$ cat src/rtl/cpu_mem_bridge.sv
// Bridges one CPU byte/half/word load or store onto a 16-bit wait-stated memory bus.
// Words become two halfword transfers; load data is lane-selected and extended back to the CPU.
module cpu_mem_bridge #(
  parameter int ADDR_WIDTH     = 32,
  parameter int TIMEOUT_CYCLES = 255
) (
  input  logic                  clk,
  input  logic                  rst_n,
  input  logic                  cpu_req,
  input  logic                  cpu_we,
  input  logic [1:0]            cpu_size,
  input  logic                  cpu_signed,
  input  logic [ADDR_WIDTH-1:0] cpu_addr,
  input  logic [31:0]           cpu_wdata,
  output logic [31:0]           cpu_rdata,
  output logic                  busy,
  output logic                  done,
  output logic                  err,
  output logic                  mem_req,
  output logic                  mem_we,
  output logic [ADDR_WIDTH-1:0] mem_addr,
  output logic [1:0]            mem_be,
  output logic [15:0]           mem_wdata,
  input  logic [15:0]           mem_rdata,
  input  logic                  mem_ack
);

  localparam int TW = $clog2(TIMEOUT_CYCLES + 1);

  typedef enum logic [1:0] {IDLE, XFER_LO, XFER_HI, RESP} state_t;

  state_t                state;
  logic                  we_q;
  logic [1:0]            size_q;
  logic                  signed_q;
  logic [ADDR_WIDTH-1:0] addr_q;
  logic [15:0]           whi_q;
  logic [15:0]           lo_q;
  logic [TW-1:0]         tcount;

  logic                  misaligned;
  logic                  ack;
  logic                  timeout_hit;
  logic [7:0]            lane;
  logic [31:0]           load_data;

  assign misaligned  = (cpu_size == 2'd3) ||
                       (cpu_size == 2'd1 && cpu_addr[0]) ||
                       (cpu_size == 2'd2 && cpu_addr[1:0] != 2'b00);
  assign ack         = mem_req && mem_ack;
  assign timeout_hit = (tcount == TW'(TIMEOUT_CYCLES - 1));
  assign lane        = addr_q[0] ? mem_rdata[15:8] : mem_rdata[7:0];

  // Word results join the latched low half with the high half arriving now.
  always_comb begin
    load_data = {16'h0, mem_rdata};
    case (size_q)
      2'd0:    load_data = {{24{signed_q & lane[7]}}, lane};
      2'd1:    load_data = {{16{signed_q & mem_rdata[15]}}, mem_rdata};
      default: load_data = {mem_rdata, lo_q};
    endcase
  end

  always_ff @(posedge clk or negedge rst_n) begin
    if (!rst_n) begin
      state     <= IDLE;
      we_q      <= 1'b0;
      size_q    <= 2'd0;
      signed_q  <= 1'b0;
      addr_q    <= '0;
      whi_q     <= 16'h0;
      lo_q      <= 16'h0;
      tcount    <= '0;
      cpu_rdata <= 32'h0;
      busy      <= 1'b0;
      done      <= 1'b0;
      err       <= 1'b0;
      mem_req   <= 1'b0;
      mem_we    <= 1'b0;
      mem_addr  <= '0;
      mem_be    <= 2'b00;
      mem_wdata <= 16'h0;
    end else begin
      case (state)
        IDLE: begin
          if (cpu_req) begin
            we_q     <= cpu_we;
            size_q   <= cpu_size;
            signed_q <= cpu_signed;
            addr_q   <= cpu_addr;
            whi_q    <= cpu_wdata[31:16];
            busy     <= 1'b1;
            tcount   <= '0;
            if (misaligned) begin
              state <= RESP;
              done  <= 1'b1;
              err   <= 1'b1;
            end else begin
              state     <= XFER_LO;
              mem_req   <= 1'b1;
              mem_we    <= cpu_we;
              mem_addr  <= {cpu_addr[ADDR_WIDTH-1:1], 1'b0};
              mem_be    <= (cpu_size == 2'd0) ? (cpu_addr[0] ? 2'b10 : 2'b01) : 2'b11;
              mem_wdata <= (cpu_size == 2'd0) ? {2{cpu_wdata[7:0]}} : cpu_wdata[15:0];
            end
          end
        end
        XFER_LO, XFER_HI: begin
          if (ack) begin
            tcount <= '0;
            if (state == XFER_LO && size_q == 2'd2) begin
              state     <= XFER_HI;
              lo_q      <= mem_rdata;
              mem_addr  <= addr_q + ADDR_WIDTH'(2);
              mem_be    <= 2'b11;
              mem_wdata <= whi_q;
            end else begin
              state   <= RESP;
              mem_req <= 1'b0;
              done    <= 1'b1;
              err     <= 1'b0;
              if (!we_q) cpu_rdata <= load_data;
            end
          end else if (timeout_hit) begin
            // Abandon the access: the bus never answered.
            state     <= RESP;
            mem_req   <= 1'b0;
            done      <= 1'b1;
            err       <= 1'b1;
            cpu_rdata <= 32'h0;
          end else begin
            tcount <= tcount + TW'(1);
          end
        end
        RESP: begin
          state <= IDLE;
          done  <= 1'b0;
          err   <= 1'b0;
          busy  <= 1'b0;
        end
        default: state <= IDLE;
      endcase
    end
  end

endmodule
$ cat config.mk
export PLATFORM = sky130hd
export DESIGN_NAME = cpu_mem_bridge
export DESIGN_NICKNAME = d
export VERILOG_FILES = /design/src/rtl/cpu_mem_bridge.sv
export SDC_FILE = /design/constraint.sdc
export NUM_CORES = 1
export LEC_CHECK = 0
export CELL_PAD_IN_SITES_DETAIL_PLACEMENT = 1
export CELL_PAD_IN_SITES_GLOBAL_PLACEMENT = 2
export CORE_MARGIN = 3
export CORE_UTILIZATION = 32
export CTS_CLUSTER_DIAMETER = 80
export DETAILED_ROUTE_END_ITERATION = 6
export PLACE_DENSITY_LB_ADDON = 0.1
export SLEW_MARGIN = 20
export SYNTH_ARGS = -nofsm -noshare
export SYNTH_HDL_FRONTEND = slang
export SYNTH_SLANG_ARGS = --single-unit
$ cat constraint.sdc
create_clock -name clk -period 2.55 [get_ports clk]
set_input_delay 0.51 -clock clk [delete_from_list [all_inputs] [get_ports clk]]
set_output_delay 0.51 -clock clk [all_outputs]
set_load 0.05 [all_outputs]
==> results.json, run 1 <==
{
  "rsz0062_at_grt": "no",
  "start_util_pct": 33.2,
  "layout.nets": 1001,
  "slew_headroom_pct": 45.9,
  "yosys-top-cells-count": "dfrtp_1 (165), nand2_1 (105), mux2_2 (69), o21ai_1 (40), a21oi_1 (37)",
  "crit_required_ps": 2900,
  "via_per_inst": 5.05,
  "ys_seq_area_share_pct": 52.1,
  "syn_nets": 827,
  "track_usage_pct": 17.9,
  "startpoint_type": "flop",
  "io_buffers": 174,
  "die_h_um": 163,
  "wl_per_cell_um": 19.0,
  "drtPass1Iterations": 4,
  "syn_inst": 733,
  "drive_gt1_share_pct": 14.9,
  "core_sq_um": 23900,
  "placementRows": 56,
  "antenna_left": 0,
  "hold_viol": 0,
  "cts_tree": "built",
  "grt_pass1_wl_um": 37600,
  "finalSetupTns_ps": 0,
  "fmax_ghz": 0.431,
  "cts_setup_buffers": 0,
  "syn_area_per_cell_sq_um": 10.8,
  "cts_inserted_buffers": 17,
  "synth-seq-cells": 165,
  "clkLatencyLatePin_ps": 420,
  "cts.path.max_buffers": 2,
  "die-area_sq_um": 26700,
  "dpl.hpwl_um": 16900,
  "holdCritPathClass": "input pin to asynchronous set/reset pin",
  "place_congestion": 0.765,
  "timing.final.crit_share_pct": 90.9,
  "io_pins": 175,
  "synth_edf_count": 0,
  "syn-cell-area_sq_um": 7920,
  "synth_area_leaders": "dfrtp_1 (52%), mux2_2 (9.8%), nand2_1 (5.0%)",
  "drt_iter0_markers": 356,
  "clkTransAtPathRegs_ps": 70,
  "antenna_found_initial": 3,
  "fin_crit_ps": 2320,
  "htree_levels": 4,
  "drt-total-wl_um": 23600,
  "setup_viol": 0,
  "critical_path_class": "flop to flop",
  "r2r_cells": 6,
  "synth.distinct_cells": 55,
  "synthMostInstantiatedCell": "dfrtp_1",
  "vdd_ir_drop_max_uv": 311,
  "grt_max_degree": 55,
  "ys.flop_type": "dfrtp_1",
  "critPathMaxFanout": 16,
  "slew_viol_final": 0,
  "powerDensity_nw_per_um2": 535,
  "maxCapViolCount": 0,
  "clock_skew_ps": 8.66,
  "yosysTopAreaCell": "dfrtp_1",
  "tightestPinTransition_ps": 807,
  "r2r_end": "cpu_rdata[18]$_DFFE_PN0P_",
  "synthArstFlopShare_pct": 100,
  "gr-total-overflow": 0,
  "endpoint_kind": "flop",
  "antenna_cells": 0,
  "critical_path_arrival_ps": 2670,
  "ctsHoldBuffers": 0,
  "cts-resized-gates": 0,
  "rrSetupSlack_ps": 230,
  "drcViolationCount": 0,
  "r2r-start": "state[0]$_DFFE_PN0P_",
  "power_uw": 5780,
  "grt_pass1_vias": 6796,
  "die_w_um": 163,
  "status": "finished, final reports clean",
  "cts_root_buf": "clkbuf_16",
  "hold_slack_ps": 33.1,
  "area_growth_pct": 36.3,
  "leakage_uw": 0.00481,
  "synth.top_cell.area_share_pct": 52.1,
  "vias": 6250,
  "cts.sinks": 165,
  "yosys_warnings": 0
}
## cells in the final DEF (no fill, tap or decap), types with 3 or more instances in the layout
cell type / Yosys / routed
a21oi_1: 37 / 36
xor2_1: 19 / 19
nor4_1: 3 / 3
nand3_1: 13 / 13
nor3_1: 6 / 6
nor2b_1: 10 / 10
o21ai_1: 40 / 40
inv_1: 8 / 8
nand3b_1: 9 / 9
and3_1: 8 / 8
nand2_1: 105 / 104
mux2i_1: 29 / 29
a22o_1: 32 / 32
bufinv_16: 0 / 5
and2_1: 5 / 5
ha_1: 6 / 5
nand4_1: 13 / 13
clkdlybuf4s50_1: 0 / 173
dfrtp_1: 165 / 165
buf_12: 0 / 6
o21ai_0: 22 / 22
xnor2_1: 10 / 10
mux2_2: 69 / 69
nor2_1: 18 / 17
buf_4: 2 / 15
nand2b_1: 18 / 18
o221ai_1: 7 / 7
and4_1: 3 / 3
o211ai_1: 9 / 9
clkbuf_16: 0 / 17
## cell type report
| type | count | area [sq um] |
|---|---|---|
| inverters | 10 | 37.5 |
| clock buffers | 20 | 457 |
| clock inverters | 11 | 198 |
| well taps | 319 | 399 |
| fillers | 2593 | 13100 |
| repair buffers | 195 | 1980 |
| multi-input cells | 518 | 3600 |
| flip-flops and latches | 165 | 4130 |
## critical path: stages (launching register included)
cell	delay, ps
dfrtp_1	400
inv_1	60
ha_2	440
nand3_1	190
nor3_4	240
a21boi_2	680
a22o_1	240
## per-stage QoR
stage / setup WS, ps / utilization (%) / cells / cell area (sq um)
after floorplan: 562 / - / 733 / 7920
after global placement: 155 / 42.5 / 1207 / 10100
after detailed placement: 105 / 42.5 / 1207 / 10100
after CTS: 217 / 45.2 / 1238 / 10800
after global routing: 12.9 / 45.2 / 1238 / 10800
final: 232 / 45.2 / 1238 / 10800
## layer usage
layer / wire, um / track usage [%]
met5: 36 / 0
met4: 269 / 4.65
met3: 1030 / 3.60
met2: 11400 / 29.9
met1: 10800 / 23.7
## registers in the layout, indices dropped and copies added, names as in the netlist
register   cells
we_q           1
mem_be         2
mem_req        1
state          2
busy           1
err            1
lo_q          16
whi_q         16
signed_q       1
addr_q        32
cpu_rdata     32
size_q         2
done           1
mem_addr      32
mem_wdata     16
mem_we         1
tcount         8
## power by group
group          switching [uW]  internal (uW)
sequential                  0           2620
clock                    1090           1800
combinational             127            146
## kinds of logic (layout without fill, tap and decap cells)
logic type / count (synthesis) / count (layout) / synth area share, %
simple gates: 224 / 224 / 14.5
compound gates: 160 / 160 / 13.0
buf+inv: 50 / 236 / 2.62
xor+xnor: 29 / 29 / 3.21
fa+ha+maj: 6 / 6 / 0.948
flops: 165 / 165 / 52.1
mux: 99 / 99 / 13.6
## worst max path at each step
| stage | start | to | slack [ps] | cells after the start |
|---|---|---|---|---|
| finish | state[0]$_DFFE_PN0P_ | cpu_rdata[18]$_DFFE_PN0P_ | 230 | 6 |
| global route | state[0]$_DFFE_PN0P_ | cpu_rdata[20]$_DFFE_PN0P_ | 10 | 6 |
| CTS | state[0]$_DFFE_PN0P_ | cpu_rdata[30]$_DFFE_PN0P_ | 220 | 6 |
| detailed placement | mem_ack | cpu_rdata[20]$_DFFE_PN0P_ | 110 | 5 |
| global placement | mem_ack | cpu_rdata[21]$_DFFE_PN0P_ | 150 | 5 |
| floorplan | state[0]$_DFFE_PN0P_ | mem_addr[26]$_DFFE_PN0P_ | 560 | 9 |
(Power assumes the default switching activity.)
==> run 2: changes to the inputs <==
Settings changed: HOLD_SLACK_MARGIN set to 0.03.
==> results of run 2 <==
No change in the layout: final DEF, timing and power equal those of run 1.
==> run 3: changes to the inputs <==
Settings changed: RECOVER_POWER set to 100.
Clock period 2.55 ns to 2.4 ns, I/O delays scaled along.
==> results.json, run 3 (same netlist as run 1, synthesis figures left out) <==
{
  "status": "finished, final reports clean",
  "cts_tree": "built",
  "timing.final.crit_share_pct": 92.9,
  "rrSetupSlack_ps": 210,
  "layout.nets": 1010,
  "cts_inserted_buffers": 17,
  "tightestPinTransition_ps": 1400,
  "io_pins": 175,
  "drt-total-wl_um": 23900,
  "switchingPower_uw": 1370,
  "placementRows": 56,
  "drive_gt1_share_pct": 15.6,
  "comb_power_share_pct": 4.9,
  "crit_required_ps": 1920,
  "wl_per_cell_um": 19.1,
  "p_sw_share_pct": 23.3,
  "gr-total-overflow": 0,
  "die-area_sq_um": 26700,
  "p_seq_share_pct": 47.1,
  "crit_family": "buffers and inverters",
  "final_cell_mix": "dfrtp_1 (165), nand2_1 (104), dlygate4sd3_1 (89), clkdlybuf4s50_1 (85), mux2_2 (69)",
  "critical_path_arrival_ps": 1750,
  "drt_iter0_markers": 239,
  "powerDensity_nw_per_um2": 548,
  "clock_skew_ps": 13.2,
  "antenna_cells": 0,
  "final-seq-area_sq_um": 4130,
  "layout_commonest_cell": "dfrtp_1",
  "die_w_um": 163,
  "vdd_ir_drop_max_uv": 305,
  "hold_viol": 0,
  "antenna_found_initial": 3,
  "clkTransAtPathRegs_ps": 60,
  "startpoint_type": "flop",
  "holdCritPathClass": "flop to flop",
  "grt_max_degree": 55,
  "finalSetupTns_ps": 0,
  "timing.critical_path.buf_inv": 1,
  "cts.path.max_buffers": 2,
  "via_per_inst": 5.07,
  "die_h_um": 163,
  "vias": 6328,
  "cts_root_buf": "clkbuf_16",
  "critical_path_class": "flop to primary output",
  "cp_slowest_cell": "dlygate4sd3_1",
  "grt_pass1_wl_um": 38700,
  "p_clk_share_pct": 48.0,
  "fin_crit_ps": 2230,
  "hold_slack_ps": 490,
  "fmax_ghz": 0.448,
  "leakage_uw": 0.00511,
  "nFillCells": 2592,
  "p_int_uw": 4530,
  "cts.sinks": 165,
  "endpoint_kind": "primary output",
  "core_sq_um": 23900,
  "slew_viol_final": 0,
  "place_congestion": 0.786,
  "area_growth_pct": 36.0,
  "critPathMaxFanout": 5,
  "setup_viol": 0,
  "track_usage_pct": 18.3,
  "antenna_left": 0,
  "grt_pass1_vias": 7022,
  "rsz0062_at_grt": "no",
  "io_buffers": 174,
  "top_regs": "addr_q x32, cpu_rdata x32, mem_addr x32",
  "htree_levels": 4,
  "max_stage_delay_ps": 910,
  "multi_input_area_sq_um": 3600,
  "drtPass1Iterations": 4,
  "start_util_pct": 33.2,
  "worstPathCellList": "dlygate4sd3_1",
  "drcViolationCount": 0,
  "maxCapViolCount": 0,
  "clkLatencyLatePin_ps": 430,
  "dpl.hpwl_um": 17400,
  "slew_headroom_pct": 6.62
}
run 3: layout make-up:
cell class              instances  area share (%)
repair buffers                204            18.6
well taps                     319            3.71
clock buffers                  18            4.08
clock inverters                14            1.51
multi-input cells             518            33.5
inverters                      10           0.349
flip-flops and latches        165            38.3
run 3: final timing paths:
| check | to | cells past startpoint | startpoint |
|---|---|---|---|
| min reg2reg | mem_wdata[5]$_DFFE_PN0P_ | 2 | mem_wdata[5]$_DFFE_PN0P_ |
| max reg2reg | mem_addr[25]$_DFFE_PN0P_ | 6 | addr_q[1]$_DFFE_PN0P_ |
| min | mem_wdata[5]$_DFFE_PN0P_ | 2 | mem_wdata[5]$_DFFE_PN0P_ |
| max in group asynchronous | mem_wdata[5]$_DFFE_PN0P_ | 3 | rst_n |
| max | mem_req | 1 | mem_req$_DFFE_PN0P_ |
| min in group asynchronous | cpu_rdata[19]$_DFFE_PN0P_ | 2 | rst_n |
run 3: metal layers:
layer | share of wire (%) | track usage [%] | routed length [um]
met3 | 4.8 | 3.93 | 1150
met4 | 1.7 | 5.57 | 400
met1 | 45 | 23.4 | 10700
met5 | 0.13 | 0 | 30
met2 | 49 | 31.1 | 11600
run 3: power by group through the flow:
stage               combinational, uW  sequential (uW)  clock [uW]
floorplan                        29.7             2830           0
finish                            290             2780        2830
global placement                  296             2830           0
global route                      320             2780        3020
detailed placement                301             2830           0
CTS                               304             2780        2910
run 3: worst min-delay path, cell delays in order, from the launching register on:
cell and delay, ps:
dfrtp_1 340, nand2_1 50, o21ai_0 60
run 3: timing repair:
action / CTS / global route
setup endpoints to repair: 0 / 16
buffers inserted: 0 / 0
hold buffers: 1 / 0
resized for setup: 0 / 1
endpoints found under the hold margin: 28 / 0
run 3: metrics by stage:
| stage | worst slack, ps | cell area, sq um | utilization [%] | power, uW | instances |
|---|---|---|---|---|---|
| 6_report | 169 | 10800 | 45.1 | 5900 | 1248 |
| 5_1_grt | 28.3 | 10800 | 45.1 | 6120 | 1248 |
| 4_1_cts | 92.5 | 10800 | 45.3 | 5990 | 1248 |
| 3_5_place_dp | 26.6 | 10200 | 42.8 | 3130 | 1215 |
| 3_3_place_gp | 98.8 | 10200 | 42.8 | 3130 | 1215 |
| 2_1_floorplan | 412 | 7920 | - | 2860 | 733 |
